**src/rtl/sl_pkg.sv**
```systemverilog
`timescale 1ns/1ps
// sl_pkg: shared types and constants for the SL word receiver.
//   - FSM state encoding
//   - configuration register field positions and reset value
//   - word length / timeout limits and the timeout-limit helper
package sl_pkg;

    typedef enum logic [1:0] {
        StIdle,  // no word open
        StGap,   // word open, both lines high between symbols
        StSym,   // first low sample seen, classify on the next one
        StRel    // symbol taken, waiting for both lines to return high
    } sl_state_e;

    // Configuration register layout.
    localparam int unsigned CFG_W        = 10;
    localparam int unsigned CFG_LEN_LSB  = 0;
    localparam int unsigned CFG_LEN_MSB  = 5;
    localparam int unsigned CFG_MODE_LSB = 6;
    localparam int unsigned CFG_MODE_MSB = 8;
    localparam int unsigned CFG_RSVD_BIT = 9;

    localparam int unsigned LEN_W  = CFG_LEN_MSB - CFG_LEN_LSB + 1;
    localparam int unsigned MODE_W = CFG_MODE_MSB - CFG_MODE_LSB + 1;

    // Stored config excludes the reserved bit; reset is length 8, mode 0.
    localparam logic [CFG_W-2:0] CFG_RST = 9'b000_001000;

    localparam int unsigned MAX_BITS     = 33;
    localparam int unsigned DATA_W       = 32;
    localparam int unsigned CNT_W        = 6;
    localparam int unsigned TIMEOUT_BASE = 16;
    localparam int unsigned MAX_MODE     = 5;
    localparam int unsigned TMO_W        = 10;  // wide enough for 16 << 5

    localparam logic [1:0] PAIR_IDLE = 2'b11;
    localparam logic [1:0] PAIR_ONE  = 2'b01;
    localparam logic [1:0] PAIR_ZERO = 2'b10;
    localparam logic [1:0] PAIR_STOP = 2'b00;

    // Timeout limit in clocks for a mode value; modes above MAX_MODE clamp.
    function automatic logic [TMO_W-1:0] timeout_limit(input logic [MODE_W-1:0] mode);
        logic [MODE_W-1:0] m;
        m = (mode > MODE_W'(MAX_MODE)) ? MODE_W'(MAX_MODE) : mode;
        return TMO_W'(TIMEOUT_BASE) << m;
    endfunction

endpackage

```
**src/rtl/sl_word_receiver_if.sv**
```systemverilog
`timescale 1ns/1ps
// sl_word_receiver_if: line, configuration and result signals of the receiver.
//   slave  : receiver side (lines/config in, results out)
//   master : driving side (lines/config out, results in)
interface sl_word_receiver_if;
    import sl_pkg::*;

    logic                sl0;
    logic                sl1;
    logic                cfg_wr_en;
    logic [CFG_W-1:0]    cfg_wr_data;
    logic [CFG_W-1:0]    cfg_rd;
    logic [DATA_W-1:0]   data_out;
    logic [CNT_W-1:0]    bit_count;
    logic                data_valid;
    logic                parity_err;
    logic                len_err;
    logic                timeout_err;
    logic                busy;
    logic                status_changed;

    modport slave (
        input  sl0, sl1, cfg_wr_en, cfg_wr_data,
        output cfg_rd, data_out, bit_count, data_valid, parity_err, len_err,
               timeout_err, busy, status_changed
    );

    modport master (
        output sl0, sl1, cfg_wr_en, cfg_wr_data,
        input  cfg_rd, data_out, bit_count, data_valid, parity_err, len_err,
               timeout_err, busy, status_changed
    );

endinterface

```
**src/rtl/sl_line_sync.sv**
```systemverilog
`timescale 1ns/1ps
// sl_line_sync: two-flop synchronizer for one asynchronous SL line.
//   clk    : system clock
//   rst    : synchronous active-high reset, output resets to idle-high
//   line_i : raw asynchronous line
//   line_o : synchronized line
module sl_line_sync (
    input  logic clk,
    input  logic rst,
    input  logic line_i,
    output logic line_o
);

    logic [1:0] sync_q, sync_d;

    always_comb begin
        sync_d = {sync_q[0], line_i};
    end

    always_ff @(posedge clk) begin
        if (rst) begin
            sync_q <= 2'b11;
        end else begin
            sync_q <= sync_d;
        end
    end

    assign line_o = sync_q[1];

endmodule

```
**src/rtl/sl_word_receiver.sv**
```systemverilog
`timescale 1ns/1ps
// sl_word_receiver: decodes words sent over the two-wire SL link.
//   clk : system clock, rst : synchronous active-high reset
//   bus : sl0/sl1 lines and config write in; config readback, received word,
//         bit count, data_valid/parity_err/len_err/timeout_err, busy and
//         status_changed out.
// A bit is one line pulled low (sl0 -> 0, sl1 -> 1), stop is both low. The last
// bit before stop is odd parity. Words are MSB first, up to 32 data bits.
module sl_word_receiver
    import sl_pkg::*;
(
    input  logic              clk,
    input  logic              rst,
    sl_word_receiver_if.slave bus
);

    logic       s0, s1;
    logic [1:0] pair;

    sl_line_sync u_sync0 (.clk(clk), .rst(rst), .line_i(bus.sl0), .line_o(s0));
    sl_line_sync u_sync1 (.clk(clk), .rst(rst), .line_i(bus.sl1), .line_o(s1));

    assign pair = {s1, s0};

    sl_state_e           state_q, state_d;
    logic                from_gap_q, from_gap_d;  // where a glitch returns to
    logic                stop_q, stop_d;          // REL entered from a stop
    logic                ovf_q, ovf_d;
    logic [CNT_W-1:0]    cnt_q, cnt_d;
    logic [MAX_BITS-1:0] sh_q, sh_d;
    logic [LEN_W-1:0]    len_snap_q, len_snap_d;
    logic [TMO_W-1:0]    tmo_q, tmo_d;
    logic [1:0]          pair_q, pair_d;
    logic [CFG_W-2:0]    cfg_q, cfg_d;
    logic [DATA_W-1:0]   data_out_q, data_out_d;
    logic [CNT_W-1:0]    bit_count_q, bit_count_d;
    logic                parity_err_q, parity_err_d;
    logic                len_err_q, len_err_d;
    logic                data_valid_q, data_valid_d;
    logic                timeout_err_q, timeout_err_d;
    logic                status_changed_q, status_changed_d;

    logic                pair_changed;
    logic                do_stop;
    logic [CNT_W-1:0]    stop_count;
    logic [TMO_W-1:0]    tmo_limit;
    logic                unused_rsvd;

    assign unused_rsvd = bus.cfg_wr_data[CFG_RSVD_BIT];
    assign tmo_limit   = timeout_limit(cfg_q[CFG_MODE_MSB:CFG_MODE_LSB]);
    // Data bits exclude the parity bit; an empty word reports zero.
    assign stop_count  = (cnt_q == '0) ? '0 : cnt_q - CNT_W'(1);

    always_comb begin
        state_d          = state_q;
        from_gap_d       = from_gap_q;
        stop_d           = stop_q;
        ovf_d            = ovf_q;
        cnt_d            = cnt_q;
        sh_d             = sh_q;
        len_snap_d       = len_snap_q;
        tmo_d            = tmo_q;
        pair_d           = pair;
        cfg_d            = cfg_q;
        data_out_d       = data_out_q;
        bit_count_d      = bit_count_q;
        parity_err_d     = parity_err_q;
        len_err_d        = len_err_q;
        data_valid_d     = 1'b0;
        timeout_err_d    = 1'b0;
        status_changed_d = 1'b0;
        do_stop          = 1'b0;
        pair_changed     = (pair != pair_q);

        if (bus.cfg_wr_en) begin
            cfg_d = bus.cfg_wr_data[CFG_W-2:0];
        end

        case (state_q)
            StIdle: begin
                if (pair != PAIR_IDLE) begin
                    state_d    = StSym;
                    from_gap_d = 1'b0;
                    cnt_d      = '0;
                    ovf_d      = 1'b0;
                    sh_d       = '0;
                    len_snap_d = cfg_q[CFG_LEN_MSB:CFG_LEN_LSB];
                end
            end
            StGap: begin
                if (pair != PAIR_IDLE) begin
                    state_d    = StSym;
                    from_gap_d = 1'b1;
                end
            end
            StSym: begin
                // Classify on the second sample so a one-cycle skew between
                // the lines still reads as the intended symbol.
                case (pair)
                    PAIR_IDLE: begin
                        state_d = from_gap_q ? StGap : StIdle;
                    end
                    PAIR_ONE, PAIR_ZERO: begin
                        if (cnt_q < CNT_W'(MAX_BITS)) begin
                            sh_d  = {sh_q[MAX_BITS-2:0], pair == PAIR_ONE};
                            cnt_d = cnt_q + CNT_W'(1);
                        end else begin
                            ovf_d = 1'b1;
                        end
                        stop_d  = 1'b0;
                        state_d = StRel;
                    end
                    default: begin
                        do_stop = 1'b1;
                        stop_d  = 1'b1;
                        state_d = StRel;
                    end
                endcase
            end
            StRel: begin
                if (pair == PAIR_IDLE) begin
                    state_d = stop_q ? StIdle : StGap;
                end
            end
            default: begin
                state_d = StIdle;
            end
        endcase

        if (do_stop) begin
            data_out_d   = sh_q[MAX_BITS-1:1];
            bit_count_d  = stop_count;
            parity_err_d = ~(^sh_q);
            len_err_d    = ovf_q || (cnt_q < CNT_W'(2))
                           || (stop_count != CNT_W'(len_snap_q));
            data_valid_d = 1'b1;
        end

        if ((state_q == StIdle) || pair_changed) begin
            tmo_d = '0;
        end else begin
            tmo_d = tmo_q + TMO_W'(1);
        end

        // A stop on the same cycle takes priority over the timeout.
        if ((state_q != StIdle) && !pair_changed && !do_stop
            && ((tmo_q + TMO_W'(1)) >= tmo_limit)) begin
            timeout_err_d = 1'b1;
            state_d       = StIdle;
            tmo_d         = '0;
        end

        status_changed_d = ((state_d != StIdle) != (state_q != StIdle));
    end

    always_ff @(posedge clk) begin
        if (rst) begin
            state_q          <= StIdle;
            from_gap_q       <= 1'b0;
            stop_q           <= 1'b0;
            ovf_q            <= 1'b0;
            cnt_q            <= '0;
            sh_q             <= '0;
            len_snap_q       <= '0;
            tmo_q            <= '0;
            pair_q           <= PAIR_IDLE;
            cfg_q            <= CFG_RST;
            data_out_q       <= '0;
            bit_count_q      <= '0;
            parity_err_q     <= 1'b0;
            len_err_q        <= 1'b0;
            data_valid_q     <= 1'b0;
            timeout_err_q    <= 1'b0;
            status_changed_q <= 1'b0;
        end else begin
            state_q          <= state_d;
            from_gap_q       <= from_gap_d;
            stop_q           <= stop_d;
            ovf_q            <= ovf_d;
            cnt_q            <= cnt_d;
            sh_q             <= sh_d;
            len_snap_q       <= len_snap_d;
            tmo_q            <= tmo_d;
            pair_q           <= pair_d;
            cfg_q            <= cfg_d;
            data_out_q       <= data_out_d;
            bit_count_q      <= bit_count_d;
            parity_err_q     <= parity_err_d;
            len_err_q        <= len_err_d;
            data_valid_q     <= data_valid_d;
            timeout_err_q    <= timeout_err_d;
            status_changed_q <= status_changed_d;
        end
    end

    assign bus.cfg_rd         = {1'b0, cfg_q};
    assign bus.data_out       = data_out_q;
    assign bus.bit_count      = bit_count_q;
    assign bus.parity_err     = parity_err_q;
    assign bus.len_err        = len_err_q;
    assign bus.data_valid     = data_valid_q;
    assign bus.timeout_err    = timeout_err_q;
    assign bus.busy           = (state_q != StIdle);
    assign bus.status_changed = status_changed_q;

endmodule

```
**src/flat_wrapper.sv**
```systemverilog
// flat-port wrapper written by rule: the top's interface ports become plain ports
module sl_word_receiver_flat import sl_pkg::*;
  (clk, rst, bus_sl0, bus_sl1, bus_cfg_wr_en, bus_cfg_wr_data, bus_cfg_rd, bus_data_out, bus_bit_count, bus_data_valid, bus_parity_err, bus_len_err, bus_timeout_err, bus_busy, bus_status_changed);
  sl_word_receiver_if bus_i ();
  input  logic clk;
  input  logic rst;
  input wire logic [$bits(bus_i.sl0)-1:0] bus_sl0;
  input wire logic [$bits(bus_i.sl1)-1:0] bus_sl1;
  input wire logic [$bits(bus_i.cfg_wr_en)-1:0] bus_cfg_wr_en;
  input wire logic [$bits(bus_i.cfg_wr_data)-1:0] bus_cfg_wr_data;
  output wire logic [$bits(bus_i.cfg_rd)-1:0] bus_cfg_rd;
  output wire logic [$bits(bus_i.data_out)-1:0] bus_data_out;
  output wire logic [$bits(bus_i.bit_count)-1:0] bus_bit_count;
  output wire logic [$bits(bus_i.data_valid)-1:0] bus_data_valid;
  output wire logic [$bits(bus_i.parity_err)-1:0] bus_parity_err;
  output wire logic [$bits(bus_i.len_err)-1:0] bus_len_err;
  output wire logic [$bits(bus_i.timeout_err)-1:0] bus_timeout_err;
  output wire logic [$bits(bus_i.busy)-1:0] bus_busy;
  output wire logic [$bits(bus_i.status_changed)-1:0] bus_status_changed;
  assign bus_i.sl0 = bus_sl0;
  assign bus_i.sl1 = bus_sl1;
  assign bus_i.cfg_wr_en = bus_cfg_wr_en;
  assign bus_i.cfg_wr_data = bus_cfg_wr_data;
  assign bus_cfg_rd = bus_i.cfg_rd;
  assign bus_data_out = bus_i.data_out;
  assign bus_bit_count = bus_i.bit_count;
  assign bus_data_valid = bus_i.data_valid;
  assign bus_parity_err = bus_i.parity_err;
  assign bus_len_err = bus_i.len_err;
  assign bus_timeout_err = bus_i.timeout_err;
  assign bus_busy = bus_i.busy;
  assign bus_status_changed = bus_i.status_changed;
  sl_word_receiver u_core (.clk(clk), .rst(rst), .bus(bus_i));
endmodule
```
**config.mk**
```make
export PLATFORM = sky130hd
export DESIGN_NAME = sl_word_receiver_flat
export DESIGN_NICKNAME = d
export VERILOG_FILES = /design/src/rtl/sl_pkg.sv /design/src/rtl/sl_word_receiver_if.sv /design/src/rtl/sl_line_sync.sv /design/src/rtl/sl_word_receiver.sv /design/src/flat_wrapper.sv
export SDC_FILE = /design/constraint.sdc
export NUM_CORES = 1
export LEC_CHECK = 0
export ABC_AREA = 1
export CAP_MARGIN = 5
export CORE_UTILIZATION = 55
export CTS_CLUSTER_SIZE = 12
export DETAILED_ROUTE_END_ITERATION = 7
export PLACE_DENSITY = 0.89
export SYNTH_ARGS = -nofsm -noshare
export SYNTH_HDL_FRONTEND = slang
export SYNTH_SLANG_ARGS = --single-unit
export TNS_END_PERCENT = 100
```
**constraint.sdc**
```tcl
create_clock -name clk -period 4.18 [get_ports clk]
set_clock_uncertainty 0.15 [all_clocks]
set_input_delay 0.836 -clock clk [delete_from_list [all_inputs] [get_ports clk]]
set_output_delay 0.836 -clock clk [all_outputs]
set_load 0.005 [all_outputs]
```
==> flow_summary.yaml, run 1 <==
detailed_routing:
  drtIter0Drc: 183
  vias: 4887
  routed_wl_mm: 12.48
  drt-met1-wl_mm: 5.156
  dr.pass1.iters: 5
  met2_length_mm: 6.278
  drcViolationCount: 0
  routedWlPerCell_um: 13.63
  viasPerCell: 5.341
  dr_wl_met3_um: 695
  top_layer: "met4"
  ant_nets: 0
power_and_ir_drop:
  p_leak_nw: 2.825
  seqPwrFrac: 0.397
  p_sw_frac: 0.2654
  totalPowerFinal_mw: 3.064
  clkPwrFrac: 0.476
  share_comb_of_total_power: 0.127
  p_int_mw: 2.251
  ir_worst_vdd_mv: 0.2434
  p_sw_mw: 0.8131
  p_per_area_nw_per_um2: 464.5
run_status:
  status: "completed"
job:
  max-cap-violations: 0
synth:
  avgSynthCellArea_um2: 7.390
  ys_ff_latch: 118
  synth_cell_types: 35
  synth_top_cell_area_share: 0.4452
  synthesis.area_um2: 5306
  synth-compound-area-share: 0.1344
  synth_cells: 718
  synth_largest_area_cell: "dfxtp_1"
  synth_top_family_by_area: "simple AND/OR/NAND/NOR gates"
  synthAdderAreaFrac: 0.03065
  yosysSeqAreaShare: 0.4452
  synth_fp_nets: 746
  synthXorXnorAreaFrac: 0.04456
  synthTopCellsByArea: "dfxtp_1 45%, nand2_1 12%, nor2_1 5.7%"
  yosysWarnings: 0
  muxShareOfSynthArea: 0
  synth-simple-area-share: 0.2627
cts:
  numCtsBuffers: 17
  root_buffer: "clkbuf_8"
  clk_latency_ns: 0.52
  cts_resized: 0
  cts.sinks: 118
  clockBufferDepth: 2
  hold_buffers: 0
  cts-htree-levels: 4
  cts_tree: "yes"
  clk_pin_slew_ns: 0.06
  cts_setup_buffers: 0
setup_path:
  arrival_ns: 3.03
  required_ns: 4.44
  path_max_fanout: 10
  rrSetupSlack_ns: 1.41
  worstSetupEndpointType: "flip-flop"
  worstSetupPathType: "flip-flop to flip-flop"
  critPathLaunchType: "flip-flop"
  r2r-start: "u_core.tmo_q[2]"
  rr_worst_depth: 14
  rr_endpoint: "u_core.tmo_q[3]"
timing:
  rsz0062_at_grt: "no"
  setup_viol: 0
  period_minus_slack_ns: 2.769
  max_slew_margin: 0.4163
  final-max-slew-violation-count: 0
  final.period_utilization: 0.6625
  worst_pin_slew_ns: 0.8746
  hold_viol_final: 0
  setup_tns_ns: 0
  max_freq_ghz: 0.3611
cells_and_area:
  multi_input_area_um2: 2510
  drive_above_1_share: 0.06997
  insertedDiodeCount: 0
  nFillCells: 677
  synthToLayoutAreaGrowth_pct: 24.29
  fin_nets: 801
  seq_area_um2: 2362
floorplanning:
  rows: 35
  core-area_um2: 9284
  dieArea_um2: 10050
  start_util: 0.5716
  die_h_um: 100.2
  num_io_pins: 69
  die_w_um: 100.2
place:
  port_buffers: 66
  hpwl_mm: 7.953
  gp_congestion: 0.8528
global_routing:
  grt.overflow.total: 0
  grt_max_degree: 72
  first_global_vias: 4699
  antenna_found_initial: 0
  grt_usage: 0.2587
  grt_pass1_wl_mm: 20.47
hold_path:
  hold_end: "u_core.u_sync0.sync_q[1]"
  holdPathStages: 1
  hp-class: "flip-flop to flip-flop"
  hp-start: "u_core.u_sync0.sync_q[0]"
==> worst max path at each step <==
| stage | cells after the start | endpoint | slack (ns) | from |
|---|---|---|---|---|
| 2_1_floorplan | 14 | u_core.tmo_q[9] | 1.77 | u_core.tmo_q[2] |
| 3_3_place_gp | 4 | u_core.bus.data_out[21] | 1.51 | rst |
| 4_1_cts | 13 | u_core.tmo_q[3] | 1.40 | u_core.tmo_q[2] |
| 3_5_place_dp | 4 | u_core.bus.data_out[27] | 1.42 | rst |
| 5_1_grt | 14 | u_core.tmo_q[3] | 1.14 | u_core.tmo_q[2] |
| 6_report | 14 | u_core.tmo_q[3] | 1.41 | u_core.tmo_q[2] |
==> final cells by class <==
cell class / count / share of cell area
timing repair buffer: 68 / 0.1024
tap: 129 / 0.02447
multi-input combinational: 491 / 0.3806
clock inverter: 13 / 0.02352
clock buffer: 19 / 0.06697
inverter: 77 / 0.04382
sequential: 118 / 0.3582
==> registers in the layout, indices dropped and copies added (netlist names), 2 cells and up <==
register and flops:
u_core.bus.bit_count 6, u_core.len_snap_q 6, u_core.tmo_q 10, u_core.sh_q 33, u_core.state_q 2, u_core.u_sync1.sync_q 2, u_core.cfg_q 9, u_core.cnt_q 6
u_core.pair_q 2, u_core.u_sync0.sync_q 2, u_core.bus.data_out 32
==> worst max-delay path: stages (launching register included) <==
cell,delay [ns]
dfxtp_1,0.39
nand3_1,0.12
nor3_1,0.27
nand3_1,0.16
nand3b_1,0.20
xor2_1,0.18
inv_1,0.07
ha_1,0.29
nand2_1,0.08
nor2_1,0.17
nand4_1,0.10
nand3_1,0.09
nand2_1,0.10
nand2_2,0.20
nor2_1,0.08
==> power groups by stage <==
stage                     registers [mW]  clock network, mW  logic, mW
after floorplan                     1.22                  0      0.302
after global placement              1.23                  0      0.357
after detailed placement            1.24                  0      0.377
after CTS                           1.22               1.47      0.387
after global routing                1.22               1.53      0.445
final                               1.22               1.46      0.389
==> cells in the final DEF, fill, tap and decap left out, drive strengths merged <==
master	n
ha	13
nand3b	1
inv	77
nor3b	2
clkdlybuf4s50	66
o21ai	62
a211oi	33
bufinv	3
nand2	170
xnor2	12
o211ai	1
and2	1
nand3	54
clkinvlp	3
o21a	1
buf	2
nor2	81
nand4	5
a21oi	26
conb	1
or2	4
nor3	8
clkbuf	19
clkinv	7
dfxtp	118
a31oi	1
xor2	15
==> Yosys cell counts <==
cell      number
nor3_4         1
nor3_1         5
nor3b_2        2
xnor2_1       12
nor2_2         1
nand2_2        4
o21ai_0       60
nand4_1        5
o21ai_1        1
dfxtp_1      118
a211oi_1      33
nor2_1        80
buf_2         11
inv_2          4
inv_1         73
xor2_1        15
buf_1          4
a21oi_1       26
nand3_2        1
nand2_4        1
ha_1          13
conb_1         1
nand2_1      165
a31oi_1        1
buf_4          1
o211ai_1       1
nor3_2         2
nand3b_1       1
buf_6          1
or2_2          4
clkbuf_1      15
o21ai_2        1
and2_1         1
o21a_1         1
nand3_1       53
==> kinds of logic (layout without fill, tap and decap cells) <==
| group | Yosys count | in the layout |
|---|---|---|
| buffers and inverters | 109 | 177 |
| other | 1 | 1 |
| flip-flops | 118 | 118 |
| XOR/XNOR | 27 | 27 |
| AND/OR/NAND/NOR | 326 | 326 |
| AO/OA/AOI/OAI | 124 | 124 |
| adder cells (fa/ha/maj) | 13 | 13 |
==> through the flow <==
step / area (um2) / setup slack (ns) / hold slack, ns / util / std cells
after floorplan: 5306 / 1.769 / 0.2395 / - / 718
after global placement: 5998 / 1.511 / 0.2471 / 0.6461 / 883
after detailed placement: 5998 / 1.417 / 0.2467 / 0.6461 / 883
after CTS: 6595 / 1.401 / 0.2600 / 0.7104 / 915
after global routing: 6595 / 1.138 / 0.2731 / 0.7104 / 915
final: 6595 / 1.411 / 0.2622 / 0.7104 / 915
==> per-layer routing <==
layer | global-route usage | vias to the layer above
li1 | - | 2436
met1 | 0.2804 | 2247
met2 | 0.4584 | 169
met3 | 0.07382 | 35
met4 | 0.1338 | 0
met5 | 0 | -
Power figures use the tool's default switching activity.
==> run 2, diff against run 1 <==
- clock period: 4.18 -> 2.9 ns (I/O delays scaled with it)
==> run 2 against run 1 <==
- wire length rose by 1.9%
- critical path depth unchanged
- via count grew 2.0%
- cell count increased by 0.77%
- non-clock buffer count rose by 8
- hold slack worse by 0.0024 ns
- utilization is 1.1 points higher
- cell area up 1.6%
- die area stayed put
- clock power increased by 49%
- combinational power is 48% higher
- critical path type unchanged
==> flow_summary.yaml, run 2 (same netlist as run 1, synthesis figures left out) <==
detailed_routing:
  drcViolationCount: 0
  routedWlPerCell_um: 13.79
  dr.pass1.iters: 5
  met2_length_mm: 6.502
  drtIter0Drc: 297
  ant_nets: 0
  top_layer: "met4"
  drt-met1-wl_mm: 5.159
  vias: 4987
  viasPerCell: 5.409
  dr_wl_met3_um: 683
  routed_wl_mm: 12.71
job:
  max-cap-violations: 0
cells_and_area:
  insertedDiodeCount: 0
  layout_commonest_cell: "nand2_1"
  drive_above_1_share: 0.08449
  top_register: "u_core.sh_q"
  largest_reg_flops: 33
  nFillCells: 654
  fin_nets: 809
  final_cell_mix: "163 x nand2_1, 115 x dfxtp_1, 79 x nor2_1"
  synthToLayoutAreaGrowth_pct: 26.27
setup_path:
  critPathLaunchType: "flip-flop"
  worstSetupPathType: "flip-flop to flip-flop"
  cp_top_family: "simple AND/OR/NAND/NOR gates"
  critical_path.most_common_cell: "nand3_1"
  slowest_delay_ns: 0.35
  crit_chain: "nand3_1 > nor3_2 > nand3_1 > nand3b_1 > xor2_2 > inv_1 > ha_1 > a21oi_1 > o21a_1 > nand3_1 > nand2_2 > nand2_1 > nand2_1 > a21oi_1"
  crit_buf_inv: 1
  path_max_fanout: 4
  arrival_ns: 2.92
  required_ns: 3.15
  crit_path_top_delay_cell: "dfxtp_2"
  worstSetupEndpointType: "flip-flop"
run_status:
  status: "completed"
floorplanning:
  die_h_um: 100.2
  num_io_pins: 69
  rows: 35
  dieArea_um2: 10050
  die_w_um: 100.2
  core-area_um2: 9284
  start_util: 0.5716
cts:
  clk_pin_slew_ns: 0.05
  clk_latency_ns: 0.52
  cts_tree: "yes"
  cts.sinks: 118
  root_buffer: "clkbuf_8"
  clockBufferDepth: 2
  numCtsBuffers: 17
  cts-htree-levels: 4
place:
  port_buffers: 66
  hpwl_mm: 8.057
  gp_congestion: 0.8586
timing:
  period_minus_slack_ns: 2.670
  final-max-slew-violation-count: 0
  rsz0062_at_grt: "no"
  max_freq_ghz: 0.3746
  setup_viol: 0
  setup_tns_ns: 0
  hold_viol_final: 0
  final.period_utilization: 0.9206
global_routing:
  first_global_vias: 4815
  grt.overflow.total: 0
  grt_pass1_wl_mm: 21.16
  grt_usage: 0.2654
  antenna_found_initial: 0
  grt_max_degree: 46
power_and_ir_drop:
  p_leak_nw: 2.874
  ir_worst_vdd_mv: 0.4290
  totalPowerFinal_mw: 4.496
  p_per_area_nw_per_um2: 671.1
hold_path:
  hp-class: "flip-flop to flip-flop"
[run 2: changes by cell type in the layout (fill, tap and decap cells not counted), sizes merged]
cell / previous run / this run
bufinv: 3 / 4
clkinvlp: 3 / 1
buf: 2 / 10
clkbuf: 19 / 23
clkinv: 7 / 3
[run 2: worst paths after layout]
| kind | from | endpoint | slack (ns) | cells after the start |
|---|---|---|---|---|
| min reg2reg | u_core.u_sync1.sync_q[0] | u_core.u_sync1.sync_q[1] | 0.26 | 1 |
| max reg2reg | u_core.tmo_q[0] | u_core.bus.status_changed | 0.23 | 14 |
| min | u_core.u_sync1.sync_q[0] | u_core.u_sync1.sync_q[1] | 0.26 | 1 |
| max | u_core.tmo_q[0] | u_core.bus.status_changed | 0.23 | 14 |
[run 2: what timing repair did]
item / CTS / global route
hold buffers: 0 / 0
resized for setup: 0 / 9
endpoints found under the setup margin: 0 / 14
buffers inserted: 0 / 3
[run 2: power breakdown]
group	internal, mW	switching (mW)
Clock	1.46	0.709
Sequential	1.69	0.0669
Combinational	0.214	0.360
Total	3.36	1.14
[run 2: metal layers]
metal | vias to the layer above | global-route usage
met3 | 43 | 0.07033
met5 | - | 0
li1 | 2442 | -
met2 | 178 | 0.4852
met4 | 0 | 0.1237
met1 | 2324 | 0.2838
[run 2: per-stage QoR]
step	utilization	hold slack, ns	instances	instance area (um2)	setup slack, ns
after global placement	0.6501	0.2468	888	6036	0.2824
final	0.7217	0.2598	922	6700	0.2304
after detailed placement	0.6501	0.2559	888	6036	0.1375
after floorplan	-	0.2395	718	5306	0.4893
after CTS	0.7162	0.2656	919	6649	0.08462
after global routing	0.7217	0.2803	922	6700	0.04501
[run 2: final cells by class]
cell class	count	area (um2)	share of cell area
clock inverters	8	146.4	0.02185
clock buffers	23	466.7	0.06965
repair buffers	76	735.7	0.1098
multi-input cells	491	2535	0.3783
inverters	77	289.0	0.04314
well taps	129	161.4	0.02409
flip-flops and latches	118	2366	0.3531
